<file path="config.mk">
export PLATFORM = sky130hd
export DESIGN_NAME = mmio_uart_tx
export DESIGN_NICKNAME = d
export VERILOG_FILES = /design/src/rtl/mmio_uart_tx.sv
export SDC_FILE = /design/constraint.sdc
export NUM_CORES = 1
export LEC_CHECK = 0
export CAP_MARGIN = 0
export CORE_AREA = 3 3 113 115
export CTS_CLUSTER_SIZE = 14
export DETAILED_ROUTE_END_ITERATION = 10
export DIE_AREA = 0 0 116 118
export PLACE_DENSITY = 0.73
export SLEW_MARGIN = 20
export SYNTH_ARGS = -nofsm -noshare
export SYNTH_HDL_FRONTEND = slang
export SYNTH_SLANG_ARGS = --single-unit
</file>
<file path="constraint.sdc">
create_clock -name clk -period 6.6 [get_ports clk]
set_input_delay 1.98 -clock clk [delete_from_list [all_inputs] [get_ports clk]]
set_output_delay 1.98 -clock clk [all_outputs]
set_load 0.02 [all_outputs]
</file>
<file path="src/rtl/mmio_uart_tx.sv">
// Memory-mapped UART transmitter (8N1, LSB first) with a TX FIFO and a STATUS register on the MEM stage.
// Optional even-parity bit between data and stop when UART_TX_PARITY_EN is defined.
module mmio_uart_tx #(
    parameter logic [31:0] BASE_ADDR    = 32'h1001_0100,
    parameter int unsigned CLKS_PER_BIT = 434,
    parameter int unsigned FIFO_DEPTH   = 8
) (
    input  logic        clk,
    input  logic        reset,
    input  logic        MemWrite,
    input  logic        MemRead,
    input  logic [31:0] Address,
    input  logic [31:0] WriteData,
    output logic [31:0] ReadData,
    output logic        TxD,
    output logic        Busy
);

    localparam int unsigned PTR_W  = $clog2(FIFO_DEPTH);
    localparam int unsigned CNT_W  = PTR_W + 1;
    localparam int unsigned BAUD_W = $clog2(CLKS_PER_BIT);

    localparam logic [BAUD_W-1:0] BAUD_MAX    = BAUD_W'(CLKS_PER_BIT - 1);
    localparam logic [CNT_W-1:0]  FULL_CNT    = CNT_W'(FIFO_DEPTH);
    localparam logic [31:0]       STATUS_ADDR = BASE_ADDR + 32'd4;

    localparam logic [2:0] S_IDLE   = 3'd0;
    localparam logic [2:0] S_START  = 3'd1;
    localparam logic [2:0] S_DATA   = 3'd2;
    localparam logic [2:0] S_STOP   = 3'd3;
`ifdef UART_TX_PARITY_EN
    localparam logic [2:0] S_PARITY = 3'd4;
`endif

    logic [7:0]        mem_q [FIFO_DEPTH];
    logic [PTR_W-1:0]  wr_ptr_q, rd_ptr_q;
    logic [CNT_W-1:0]  count_q, count_d;
    logic              ovf_q, ovf_d;

    logic [2:0]        state_q, state_d;
    logic [BAUD_W-1:0] baud_q, baud_d;
    logic [2:0]        bit_q, bit_d;
    logic [7:0]        shift_q, shift_d;
    logic              txd_q, txd_d;
    logic              busy_q, busy_d;
`ifdef UART_TX_PARITY_EN
    logic              par_q, par_d;
`endif

    logic push_req, status_rd, empty, full, pop, push, ovf_set;
    logic unused_wdata;

    assign unused_wdata = ^WriteData[31:8];

    assign push_req  = MemWrite && (Address == BASE_ADDR);
    assign status_rd = MemRead && (Address == STATUS_ADDR);
    assign empty     = (count_q == '0);
    assign full      = (count_q == FULL_CNT);
    // A full FIFO still accepts a store when the FSM frees a slot in the same cycle.
    assign push      = push_req && (!full || pop);
    assign ovf_set   = push_req && full && !pop;

    assign ReadData = status_rd ? {24'h0, 4'(count_q), busy_q, ovf_q, full, empty} : 32'h0;
    assign TxD      = txd_q;
    assign Busy     = busy_q;

    // FIFO occupancy and sticky overflow; set beats a same-cycle STATUS read.
    always_comb begin
        count_d = count_q;
        ovf_d   = ovf_q;
        unique case ({push, pop})
            2'b10:   count_d = count_q + CNT_W'(1);
            2'b01:   count_d = count_q - CNT_W'(1);
            default: count_d = count_q;
        endcase
        if (ovf_set) begin
            ovf_d = 1'b1;
        end else if (status_rd) begin
            ovf_d = 1'b0;
        end
    end

    always_ff @(posedge clk) begin
        if (reset) begin
            wr_ptr_q <= '0;
            rd_ptr_q <= '0;
            count_q  <= '0;
            ovf_q    <= 1'b0;
            for (int unsigned i = 0; i < FIFO_DEPTH; i++) begin
                mem_q[i] <= 8'h00;
            end
        end else begin
            count_q <= count_d;
            ovf_q   <= ovf_d;
            if (push) begin
                mem_q[wr_ptr_q] <= WriteData[7:0];
                wr_ptr_q        <= wr_ptr_q + PTR_W'(1);
            end
            if (pop) begin
                rd_ptr_q <= rd_ptr_q + PTR_W'(1);
            end
        end
    end

    // TX framing FSM; the baud counter reloads on every state or bit change.
    always_comb begin
        state_d = state_q;
        baud_d  = baud_q;
        bit_d   = bit_q;
        shift_d = shift_q;
        pop     = 1'b0;
        txd_d   = 1'b1;
`ifdef UART_TX_PARITY_EN
        par_d   = par_q;
`endif
        case (state_q)
            S_IDLE: begin
                if (!empty) begin
                    pop     = 1'b1;
                    shift_d = mem_q[rd_ptr_q];
`ifdef UART_TX_PARITY_EN
                    par_d   = ^mem_q[rd_ptr_q];
`endif
                    baud_d  = BAUD_MAX;
                    bit_d   = 3'd0;
                    state_d = S_START;
                end
            end
            S_START: begin
                if (baud_q == '0) begin
                    baud_d  = BAUD_MAX;
                    bit_d   = 3'd0;
                    state_d = S_DATA;
                end else begin
                    baud_d = baud_q - BAUD_W'(1);
                end
            end
            S_DATA: begin
                if (baud_q == '0) begin
                    baud_d = BAUD_MAX;
                    if (bit_q == 3'd7) begin
`ifdef UART_TX_PARITY_EN
                        state_d = S_PARITY;
`else
                        state_d = S_STOP;
`endif
                    end else begin
                        shift_d = shift_q >> 1;
                        bit_d   = bit_q + 3'd1;
                    end
                end else begin
                    baud_d = baud_q - BAUD_W'(1);
                end
            end
`ifdef UART_TX_PARITY_EN
            S_PARITY: begin
                if (baud_q == '0) begin
                    baud_d  = BAUD_MAX;
                    state_d = S_STOP;
                end else begin
                    baud_d = baud_q - BAUD_W'(1);
                end
            end
`endif
            S_STOP: begin
                if (baud_q == '0) begin
                    state_d = S_IDLE;
                end else begin
                    baud_d = baud_q - BAUD_W'(1);
                end
            end
            default: state_d = S_IDLE;
        endcase

        case (state_d)
            S_START:  txd_d = 1'b0;
            S_DATA:   txd_d = shift_d[0];
`ifdef UART_TX_PARITY_EN
            S_PARITY: txd_d = par_d;
`endif
            default:  txd_d = 1'b1;
        endcase
        busy_d = (state_d != S_IDLE);
    end

    always_ff @(posedge clk) begin
        if (reset) begin
            state_q <= S_IDLE;
            baud_q  <= '0;
            bit_q   <= 3'd0;
            shift_q <= 8'h00;
            txd_q   <= 1'b1;
            busy_q  <= 1'b0;
`ifdef UART_TX_PARITY_EN
            par_q   <= 1'b0;
`endif
        end else begin
            state_q <= state_d;
            baud_q  <= baud_d;
            bit_q   <= bit_d;
            shift_q <= shift_d;
            txd_q   <= txd_d;
            busy_q  <= busy_d;
`ifdef UART_TX_PARITY_EN
            par_q   <= par_d;
`endif
        end
    end

endmodule
</file>
==> impl_results.md <==
* Status: finished, final reports clean
* Post-synth EDFFs at 64
* Synth top area share at 38.6%
* Final Cycle Share at 93.8%
* Post-synthesis sequential area ratio at 54.2%
* WP data arrival at 4.21 ns
* Total GRT Usage at 16.1%
* TritonCTS clock tree: built
* Setup TNS at 0 ns
* Final setup viols at 0
* Req. time, crit path at 4.62 ns
* Hold-fix buffers at CTS at 0
* Die Span Y at 118 um
* PostCTS Resize Cnt at 0
* Static Leak at 0.00198 uW
* Fin cells at 647
* Max Cap Viol at 0
* Asr flop ratio synth at 0%
* RePlAce Congestion at 0.780
* Sink Count at 103
* Yosys cell types at 52
* First-pass DRT Iterations at 4
* Via count at 3306
* Area of the die at 0.0137 sq mm
* Diodes inserted at 0
* Synth top area cells: edfxtp_1 39%, dfxtp_1 16%, nor2_1 8.3%, mux4_2 7.2%, buf_4 3.6%
* Max Slew Vio Count at 0
* Worst-margin pin slew at 0.941 ns
* Initial antenna violation count at 0
* Critical Path Sink Type: output port
* DRT Wirelength at 10500 um
* First-pass GRT wire length at 17100 um
* Worst Path Class, Setup: input pin to output port
* Peak Freq at 0.162 GHz
* Via density at 5.11
* Grt ovf at 0
* Root Driver: clkbuf_16
* Reg2Reg Setup Slack at 3.31 ns
* Most instantiated cells after synthesis: 110 x nor2_1, 64 x edfxtp_1, 39 x dfxtp_1
* Largest area contributor in the synthesized netlist: edfxtp_1
* Post-layout min period at 6.19 ns
* Worst-path maximum fanout at 6
* PortBufs at 53
* Placed Cells incl. Taps at 631
* CTS H-tree depth at 3
* Dominant synthesized flop cell: edfxtp_1
* Vias in the first global route at 3498
* Post-synthesis to final-layout area growth at 17.7%
* Synthesis warning total at 0
* Final Hold Viols at 0
* Mapped cell area at 0.00498 sq mm
* Drt initial violations at 216
* Horiz. Die Dim at 116 um
* Clk slew on worst S/H paths at 0.07 ns
* Final net count at 571
* Row count at 40
* Detailed Place HPWL at 7460 um
* Setup Buffers After CTS at 0
* Hold crit path type: flip-flop to flip-flop
* Skew-Pair Late Insertion Delay at 0.35 ns
* Critical Path Source Type: input pin
* Unrepaired setup endpoints after global routing: no
* Core footprint at 0.0119 sq mm
* Num CTS Buffers at 9
* Synthesized instance count at 443
* WL per Instance at 16.3 um
* Initial Util at 41.8%
* Io pins at 102
* Share of cells above drive strength 1 at 10.6%
* #FFs+latches synth at 103
* Count leader, synth: nor2_1
* Synth Area per Inst at 11.2 sq um
* Clk buf depth at 2
* Slew margin rel. at 37.1%
* # DRC at 0
* Power per cell area at 309 mW/mm^2
* Antenna-violating nets left at 0
* Clock skew at 0.0146 ns
* Largest net degree at the start of global routing at 46
* Peak VDD IR at 0.180 mV
-- cell usage in the layout (no fill, tap or decap), types with 2 or more instances in the layout --
cell type / n
nor2_1: 110
edfxtp_1: 64
clkdlybuf4s50_1: 53
dfxtp_1: 39
nand2_1: 29
conb_1: 25
mux4_2: 16
mux2i_1: 13
a21oi_1: 13
nor4_1: 11
clkbuf_16: 9
o21bai_1: 8
nor3_1: 7
nand2b_1: 7
and2_1: 7
xor2_1: 7
ha_1: 7
inv_1: 6
a221oi_1: 6
buf_4: 6
xnor2_1: 5
mux2_2: 4
nand4_1: 3
a21o_1: 3
inv_8: 3
or3_1: 2
nor4b_1: 2
nor3b_1: 2
and3_1: 2
o21ai_0: 2
nor2b_1: 2
nand3b_1: 2
a211oi_1: 2
nand3_1: 2
-- routing by layer --
metal	part of all wire, %	GRT usage (%)
met5	0	0
met4	1.5	4.50
met3	4.3	3.91
met2	55	29.6
met1	39	18.4
-- layout make-up --
class                           count  area (sq um)
Multi-Input combinational cell    316          2070
Sequential cell                   103          2700
Timing Repair Buffer               59           576
Clock buffer                        9           225
Clock inverter                      7          85.1
Fill cell                        1098          6050
Tap cell                          147           184
Inverter                            6          22.5
-- worst max-delay path, stage by stage --
cell             delay, ns
clkdlybuf4s50_1       0.40
nor4_1                0.30
nand4_1               0.19
nor3_1                0.51
and3_1                0.23
clkdlybuf4s50_1       0.60
-- where the power goes --
part / total (uW) / internal [uW] / leakage (uW) / switching, uW
combinational: 477 / 221 / 0.000893 / 256
sequential: 784 / 741 / 0.000936 / 43.5
clock: 552 / 303 / 0.000152 / 249
total: 1810 / 1260 / 0.00198 / 549
-- sequential cells by signal (all words and copies together), names as in the netlist, named ones only --
| register | cells |
|---|---|
| rd_ptr_q | 3 |
| mem_q | 64 |
| baud_q | 9 |
| wr_ptr_q | 3 |
| shift_q | 8 |
| count_q | 4 |
| state_q | 3 |
| TxD | 1 |
| Busy | 1 |
| ovf_q | 1 |
| bit_q | 3 |
-- cell families (layout without fill, tap and decap cells) --
| group | count (synthesis) | count (layout) | share of synthesized area [%] |
|---|---|---|---|
| buffers and inverters | 48 | 81 | 6.00 |
| xor gates and xnor gates | 12 | 12 | 2.11 |
| and+or+nand+nor | 199 | 199 | 19.2 |
| DFF | 103 | 103 | 54.2 |
| AOI/OAI and AO/OA | 39 | 39 | 5.50 |
| adders and majority gates | 8 | 8 | 2.16 |
| other | 1 | 25 | 0.0753 |
| muxes | 33 | 33 | 10.7 |
-- path summary, 6_finish.rpt --
| path | startpoint | to | cells past startpoint |
|---|---|---|---|
| max | Address[22] | ReadData[1] | 6 |
| min | rd_ptr_q[1]$_SDFFE_PP0N_ | flip-flop | 2 |
| max reg2reg | state_q[2]$_SDFF_PP0_ | mem_q[4][1]$_SDFFCE_PN0P_ | 8 |
| min reg2reg | rd_ptr_q[1]$_SDFFE_PP0N_ | flip-flop | 2 |
-- per-stage QoR --
| step | area, sq um | power, uW | setup WS [ns] | utilization [%] | hold slack, ns |
|---|---|---|---|---|---|
| global route | 5870 | 1920 | 0.158 | 49.2 | 0.509 |
| global placement | 5560 | 1260 | 0.424 | 46.6 | 0.460 |
| CTS | 5870 | 1830 | 0.383 | 49.2 | 0.481 |
| finish | 5870 | 1810 | 0.409 | 49.2 | 0.484 |
| detailed placement | 5560 | 1280 | 0.387 | 46.6 | 0.470 |
| floorplan | 5070 | 1170 | 1.33 | - | 0.441 |
Power figures use the tool's default switching activity.
